===== src/rtl/uart_pkg.sv =====
// Shared definitions for the UART transmit path: state encoding, data width
// and the line level driven while idle or in reset.
package uart_pkg;

  localparam int   DATA_W    = 8;
  localparam logic LINE_IDLE = 1'b1;

  typedef enum logic [2:0] {
    IDLE   = 3'd0,
    START  = 3'd1,
    DATA   = 3'd2,
    PARITY = 3'd3,
    STOP   = 3'd4
  } tx_state_e;

endpackage


===== src/rtl/uart_baud_cnt.sv =====
// Per-bit clock counter: counts 0..div and strikes bit_end on the last clock
// of each bit. bit_end_nxt predicts the strike one cycle ahead.
module uart_baud_cnt #(
  parameter int P_DIV_W = 16
) (
  input  logic               clk,
  input  logic               reset,
  input  logic               clear,
  input  logic [P_DIV_W-1:0] div,
  output logic               bit_end,
  output logic               bit_end_nxt
);

  logic [P_DIV_W-1:0] count;
  logic [P_DIV_W-1:0] count_nxt;

  assign bit_end = (count == div);

  always_comb begin
    if (clear || bit_end) count_nxt = '0;
    else                  count_nxt = count + P_DIV_W'(1);
  end

  // Lets the owner register outputs that must coincide with the next strike.
  assign bit_end_nxt = (count_nxt == div);

  // NOTE: sequential state uses non-blocking assignments so every flop
  // samples pre-edge values regardless of process evaluation order.
  always_ff @(posedge clk) begin
    if (reset) count <= '0;
    else       count <= count_nxt;
  end

endmodule


===== src/rtl/uart_tx_engine.sv =====
// UART transmitter: pops bytes from the TX FIFO and serialises them as
// start + 8 data (LSB first) + optional parity + 1/2 stop bits on txd.
module uart_tx_engine
  import uart_pkg::*;
#(
  parameter int P_DIV_W = 16
) (
  input  logic               clk,
  input  logic               reset,
  input  logic               tx_enable,
  input  logic [P_DIV_W-1:0] baud_div,
  input  logic               parity_en,
  input  logic               parity_odd,
  input  logic               stop2,
  input  logic [DATA_W-1:0]  fifo_rdata,
  input  logic               fifo_empty,
  output logic               fifo_pop,
  output logic               txd,
  output logic               busy,
  output logic               tx_done
);

  tx_state_e          state_q,    state_n;
  logic [DATA_W-1:0]  shift_q,    shift_n;
  logic [2:0]         bit_cnt_q,  bit_cnt_n;
  logic               stop_cnt_q, stop_cnt_n;
  logic               par_q,      par_n;
  logic               par_en_q,   par_en_n;
  logic               stop2_q,    stop2_n;
  logic [P_DIV_W-1:0] div_q,      div_n;

  logic txd_n, busy_n, done_n;
  logic bit_end, bit_end_nxt;
  logic stop_last, frame_end;

  uart_baud_cnt #(.P_DIV_W(P_DIV_W)) u_baud (
    .clk         (clk),
    .reset       (reset),
    .clear       (fifo_pop || (state_n == IDLE)),
    .div         (div_q),
    .bit_end     (bit_end),
    .bit_end_nxt (bit_end_nxt)
  );

  assign stop_last = !stop2_q || stop_cnt_q;
  assign frame_end = (state_q == STOP) && bit_end && stop_last;

  // Loads happen from IDLE or on the final stop clock, giving gap-free frames.
  assign fifo_pop = !reset && tx_enable && !fifo_empty &&
                    ((state_q == IDLE) || frame_end);

  always_comb begin
    // NOTE: every combinational output gets a default first so no path
    // through the case/if tree can leave it unassigned and infer a latch.
    state_n    = state_q;
    shift_n    = shift_q;
    bit_cnt_n  = bit_cnt_q;
    stop_cnt_n = stop_cnt_q;
    par_n      = par_q;
    par_en_n   = par_en_q;
    stop2_n    = stop2_q;
    div_n      = div_q;

    if (fifo_pop) begin
      state_n    = START;
      shift_n    = fifo_rdata;
      par_n      = (^fifo_rdata) ^ parity_odd;
      par_en_n   = parity_en;
      stop2_n    = stop2;
      div_n      = baud_div;
      bit_cnt_n  = 3'd0;
      stop_cnt_n = 1'b0;
    end else begin
      unique case (state_q)
        IDLE: ;
        START: if (bit_end) state_n = DATA;
        DATA: begin
          if (bit_end) begin
            shift_n   = shift_q >> 1;
            bit_cnt_n = bit_cnt_q + 3'd1;
            if (bit_cnt_q == 3'd7) state_n = par_en_q ? PARITY : STOP;
          end
        end
        PARITY: if (bit_end) state_n = STOP;
        STOP: begin
          if (bit_end) begin
            if (stop_last) state_n    = IDLE;
            else           stop_cnt_n = 1'b1;
          end
        end
        default: state_n = IDLE;
      endcase
    end
  end

  // Outputs are decoded from next-state values so the registers line up with
  // the state they describe.
  always_comb begin
    txd_n = LINE_IDLE;
    case (state_n)
      START:   txd_n = 1'b0;
      DATA:    txd_n = shift_n[0];
      PARITY:  txd_n = par_n;
      default: txd_n = LINE_IDLE;
    endcase
    busy_n = (state_n != IDLE);
    done_n = (state_n == STOP) && (!stop2_n || stop_cnt_n) && bit_end_nxt;
  end

  always_ff @(posedge clk) begin
    if (reset) begin
      state_q    <= IDLE;
      shift_q    <= '0;
      bit_cnt_q  <= 3'd0;
      stop_cnt_q <= 1'b0;
      par_q      <= 1'b0;
      par_en_q   <= 1'b0;
      stop2_q    <= 1'b0;
      div_q      <= '0;
      txd        <= LINE_IDLE;
      busy       <= 1'b0;
      tx_done    <= 1'b0;
    end else begin
      state_q    <= state_n;
      shift_q    <= shift_n;
      bit_cnt_q  <= bit_cnt_n;
      stop_cnt_q <= stop_cnt_n;
      par_q      <= par_n;
      par_en_q   <= par_en_n;
      stop2_q    <= stop2_n;
      div_q      <= div_n;
      txd        <= txd_n;
      busy       <= busy_n;
      tx_done    <= done_n;
    end
  end

endmodule


===== config.mk =====
export PLATFORM = sky130hd
export DESIGN_NAME = uart_tx_engine
export DESIGN_NICKNAME = d
export VERILOG_FILES = /design/src/rtl/uart_pkg.sv /design/src/rtl/uart_baud_cnt.sv /design/src/rtl/uart_tx_engine.sv
export SDC_FILE = /design/constraint.sdc
export NUM_CORES = 1
export LEC_CHECK = 0
export CAP_MARGIN = 20
export CORE_AREA = 10 10 112 84
export CTS_BUF_LIST = sky130_fd_sc_hd__clkbuf_4 sky130_fd_sc_hd__clkbuf_8
export DETAILED_ROUTE_END_ITERATION = 10
export DIE_AREA = 0 0 122 94
export GPL_ROUTABILITY_DRIVEN = 0
export SLEW_MARGIN = 20
export SYNTH_ARGS = -nofsm -noshare
export SYNTH_HDL_FRONTEND = slang
export SYNTH_HIERARCHICAL = 1
export SYNTH_SLANG_ARGS = --single-unit
export TNS_END_PERCENT = 50

===== constraint.sdc =====
create_clock -name clk -period 3.8 [get_ports clk]
set_input_delay 1.14 -clock clk [delete_from_list [all_inputs] [get_ports clk]]
set_output_delay 1.14 -clock clk [all_outputs]
set_load 0.1 [all_outputs]

== Word level (Yosys, flattened, before mapping) ==
Cells that the tools add are included.
W data, S select, Z words.
Word-level totals
  flip-flop bits (word level): 53
  logic and storage cells: 72
  input bits: 31
  output and inout port bits: 4
Operators by class
  bitwise logic cells: 1
  $add $sub $neg: 2
  reduce and logical (&&, ||, !) cells: 25
  equal/unequal tests: 11
  muxes and demuxes: 20
Operators with widths (number)
  $eq A16 B16 Y1: 2
  $mux W3: 8
  $mux W8: 3
  $add A16 B1 Y16 const B: 1
  $mux W16: 1
  $pmux W3 S5: 1
  $eq A3 B2 Y1 const B: 4
  $eq A3 B3 Y1 const B: 3
  $reduce_xor A8 Y1: 1
  $logic_and A1 B1 Y1: 7
  $eq A3 B1 Y1 const B: 2
  $logic_not A3 Y1: 2
  $mux W1: 6
  $logic_or A1 B1 Y1: 5
  $logic_not A1 Y1: 4
  $reduce_and A2 Y1: 2
  $reduce_bool A2 Y1: 2
  $add A3 B1 Y3 const B: 1
  $pmux W1 S3: 1
  $reduce_bool A3 Y1: 1
  $reduce_or A2 Y1: 1
  $xor A1 B1 Y1: 1

== Longest topological paths before layout ==
Gate-level depths: netlist of run 1.
  depth after elaboration: 12
  depth in mapped cells: 15

== By module ==
Netlist of run 1, hierarchy kept.
By module, submodules not included
  uart_tx_engine: area an instance 1798.0 µm², times used 1, cells an instance 194
  uart_baud_cnt: area an instance 1380.1 µm², times used 1, cells an instance 169

== Least setup slack after synthesis of run 1 ==
OpenSTA, ideal clock, no wires.
  path kind: input to output
  from: input port reset
  to: output port fifo_pop
  stages on the path: 6
  required time: 2660 ps
  setup slack: 469 ps
  arrival time: 2191 ps
  buffers on the path: 2
  cells stage by stage: buf_4 nor2_2 and3_1 buf_2 nand2_4 inv_2
Between the ends
  word-level cells in the longest chain between the ends: 4
RTL lines
  start: declaration: RTL line uart_tx_engine.sv:9  | input logic reset,
  $logic_not A1 Y1: RTL line uart_tx_engine.sv:49  | assign fifo_pop = !reset && tx_enable && !fifo_empty &&
  $logic_and A1 B1 Y1 (3 in a row): RTL line uart_tx_engine.sv:49
  end: declaration: RTL line uart_tx_engine.sv:17  | output logic fifo_pop,
No other way between the ends.

== Worst setup path in the final report of run 1 ==
Same ends and word-level chain as after synthesis.

==> metrics list, run 1 <==
- Chip height: 94 um
* Top cell type's share of synthesized area: 0.334
- Measured on the finished design, the core utilization comes to 0.506.
- Outcome: complete, no violations
- At the worst endpoint, the arrival time is approximately 2500 ps.
* Final-layout fill cell count: between 700 and 800
- Total stage count of the critical path: 6
* Achievable clock frequency: roughly 280 MHz
* Total area of multi-input combinational cells: roughly 1900 um^2
* Synth-to-layout area growth: 14.6%
* Site row count: 26
- Of the cells placed in the final design, the portion with a size suffix greater than 1 is 0.102.
- Number of nets in the layout: 415
- Register-to-Register Path Depth: 11
- Number of antenna violations at the first check in global routing: 0
- The max-slew violation count is 0.
- Summing every instance area after synthesis gives ~3200 um^2.
- Number of maximum-capacitance violations: 0
* Sum of negative setup slack: 0 ps
- Synthesis produced a netlist whose cell count is ~360.
- Dividing the detail-routed via count by the number of cells gives approximately 5.7.
- Category of cells accounting for the largest share of critical-path delay: buffers and inverters
- Residual DRC count: 0
- Latest clock arrival within the worst-skew pair: 300 ps
- The repair_antennas step left the layout with diodes totalling 0.
- Library cells used by synthesis: 66
- Buffers added to address setup during post-CTS repair amount to 0.
- After detailed routing, the average wire length per cell comes to around 17 um.
- In this design, the stage delay of the slowest critical-path cell is roughly 430 ps.
* Cell Pwr Density: about 330 nW/um^2
* Initial core utilization: 0.442
- The critical path contains buffers and inverters numbering 3 combined.
- Of all nets on the critical path, the largest fanout is 9.
- The first routing iteration left around 220 violations.
* Clock Tree Root: sky130_fd_sc_hd__clkbuf_8
- The worst pin sits at a relative slew slack of 0.561.
- Clock buffer count from CTS: 5
* Worst setup skew after layout: between 8 and 9 ps
* Final global-route overflow total: 0
* Worst Path Required: 2660 ps
- The first global-routing pass estimated 13400 um of wire.
* WL final: 8260 um
- Total setup violations reported at the end of the flow: 0
* Endpoints failing hold: 0
- In this run the cell area measured after placement is 3520 um^2.
- The critical path is of the in -> out type.
- Dpl hpwl: between 5000 and 6000 um
- Worst hold-check path type: reg -> reg
* Slew at the pin closest to its max-slew limit: about 660 ps
- Clk slew on worst S/H paths: around 100 ps
* Startpoint type of the worst setup path: input pin
- Maximum number of pins on one net before global-route repair: 36
* Period utilization: 0.951
- The count of nets left with antenna violations once routing finished came out at 0.
- Yosys mapped a number of flops with a built-in enable equal to 0.
- Die outline area: ~11000 um^2
- Once layout is complete, the cells apart from fillers number 480.
- Cells taking the most area after synthesis: sky130_fd_sc_hd__dfxtp_1 33%, sky130_fd_sc_hd__xnor2_1 9.1%, sky130_fd_sc_hd__a21oi_1 4.6%, sky130_fd_sc_hd__nand3_1 4.1%, sky130_fd_sc_hd__mux2i_1 3.1%
- Setup repair after global routing left no endpoint under its margin.
- # H-tree levels: 2
- Number of buffers added on ports: 34
- The slowest stage of the critical path is the sky130_fd_sc_hd__clkdlybuf4s50_1 cell.
* Vias post-DR: about 2800
- Number of primary I/O pins: 35
- Total placed cells including tap cells: 472
- Num Clock Sinks: 53
- Registers take roughly 1100 um^2.
- In this run the standard cell core region covers roughly 7200 um^2.
- During synthesis, Yosys emitted a total of 6 warnings.
- Via count of the first global-routing pass: ~2600
- For this run, the leading register cell type out of synthesis is sky130_fd_sc_hd__dfxtp_1.
- The biggest area contributor in the post-synthesis netlist is sky130_fd_sc_hd__dfxtp_1.
* Critical path, cell by cell: clkdlybuf4s50_1 -> nor2_2 -> and3_1 -> nand2_4 -> inv_2 -> buf_12
- Gates resized, CTS repair: 0
- Synthesis inferred 53 register bits.
- Largest vdd supply drop: approximately 0.00016 V
- The library cells used most frequently in the layout, excluding fill and tap cells, are 53 x sky130_fd_sc_hd__dfxtp_1, 33 x sky130_fd_sc_hd__xnor2_1, 30 x sky130_fd_sc_hd__clkdlybuf4s50_1, 28 x sky130_fd_sc_hd__a21oi_1, 26 x sky130_fd_sc_hd__nand3_1.
* Detailed-router iteration count before antenna repair: 5
* Share of async-settable or async-resettable flops after synthesis: 0
* Leakage Power: 0.00118 uW
- Min Tclk post-route: between 3000 and 4000 ps
- Synthesized net count: 397
- For this design, the CTS-stage hold fixing added 0 buffers.
* Worst setup EP type: primary output
- Sequential-to-total area share from yosys stat: 0.334
* Maximum number of buffers from clock root to sink: 2
- Number of cells on the worst hold path: 2
- Fin area: between 3000 and 4000 um^2
- Most common library cell in the layout ignoring fill and taps: sky130_fd_sc_hd__dfxtp_1
- A synthesized cell averages a little under 9 um^2.
- Total global-route track usage: 0.142
- TritonCTS clock tree: done
- Die span in x: around 120 um
==> cell families (layout without fill, tap and decap cells) <==
kind of cell,Yosys count,in the layout,synth area share
AOI/OAI and AO/OA,90,90,0.182
xor gates and xnor gates,43,43,0.131
adders and majority gates,3,3,0.0118
buffers and inverters,36,55,0.0654
DFF,53,53,0.334
muxes,12,12,0.0398
and+or+nand+nor,126,126,0.236
==> synthesized netlist by cell type, types with 5 or more instances <==
master,instances
sky130_fd_sc_hd__dfxtp_1,53
sky130_fd_sc_hd__xnor2_1,33
sky130_fd_sc_hd__a21oi_1,29
sky130_fd_sc_hd__nand3_1,26
sky130_fd_sc_hd__nor2_1,24
sky130_fd_sc_hd__nor3_1,20
sky130_fd_sc_hd__o21ai_0,14
sky130_fd_sc_hd__a211oi_1,11
sky130_fd_sc_hd__clkbuf_1,10
sky130_fd_sc_hd__mux2i_1,10
sky130_fd_sc_hd__nand2_1,10
sky130_fd_sc_hd__o21ai_1,10
sky130_fd_sc_hd__buf_2,9
sky130_fd_sc_hd__buf_4,8
sky130_fd_sc_hd__xor2_1,7
sky130_fd_sc_hd__nor2b_1,6
sky130_fd_sc_hd__nor4_1,6
sky130_fd_sc_hd__inv_1,5
sky130_fd_sc_hd__nand4_1,5
==> final timing paths <==
path | startpoint | end | slack, ps
worst max-delay path | reset | fifo_pop | 190
worst min-delay path | par_en_q$_SDFFE_PP0P_ | par_en_q$_SDFFE_PP0P_ | 510
worst max register to register | u_baud/count[2]$_SDFF_PP0_ | tx_done$_SDFF_PP0_ | 620
worst min register to register | par_en_q$_SDFFE_PP0P_ | par_en_q$_SDFFE_PP0P_ | 510
==> where the power goes <==
| group | switching, uW | total, uW | internal, uW |
|---|---|---|---|
| clock network | 190 | 412 | 222 |
| logic | 112 | 209 | 97.5 |
| registers | 18.4 | 590 | 572 |
==> sequential cells by signal, indices dropped and copies added (netlist names), 3 cells and up <==
signal / cells
bit_cnt_q: 3
div_q: 16
shift_q: 8
state_q: 3
u_baud/count: 16
==> routing by layer <==
layer / global-route usage / share of wire / vias up / routed length [um]
li1: - / - / 1356 / -
met1: 0.216 / 0.52 / 1316 / 4330
met2: 0.196 / 0.41 / 78 / 3430
met3: 0.0270 / 0.057 / 2 / 467
met4: 0.0317 / 0.0048 / 0 / 40
met5: 0 / 0 / - / 0
==> worst register-to-register path: cells and delay by family, from the launching register on <==
| kind | cells | cell delay [ps] |
|---|---|---|
| buffers and inverters | 1 | 210 |
| xor gates and xnor gates | 1 | 280 |
| AOI/OAI and AO/OA | 6 | 1180 |
| and+or+nand+nor | 3 | 1100 |
| DFF | 1 | 390 |
==> through the flow <==
| step | hold WS [ps] | power [uW] | worst slack, ps |
|---|---|---|---|
| floorplan | 467 | 733 | 469 |
| global placement | 491 | 807 | 221 |
| detailed placement | 488 | 809 | 192 |
| CTS | 503 | 1220 | 191 |
| global route | 545 | 1260 | 123 |
| finish | 508 | 1210 | 188 |
==> layout make-up <==
type,count,share of cell area
multi-input combinational,274,0.527
clock inverter,1,0.00825
timing repair buffer,41,0.109
sequential,53,0.291
clock buffer,7,0.0247
inverter,6,0.00619
tap,98,0.0337
No activity file was read; power rests on OpenSTA's default activity.
==> inputs of run 2 (changes only) <==
--- a/config.mk
+++ b/config.mk
@@ -8,6 +8,7 @@
 export CAP_MARGIN = 20
 export CORE_AREA = 10 10 112 84
 export CTS_BUF_LIST = sky130_fd_sc_hd__clkbuf_4 sky130_fd_sc_hd__clkbuf_8
+export CTS_CLUSTER_DIAMETER = 120
 export DETAILED_ROUTE_END_ITERATION = 10
 export DIE_AREA = 0 0 122 94
 export GPL_ROUTABILITY_DRIVEN = 0
==> results of run 2 <==
Final layout, timing and power as in run 1 (identical DEF).
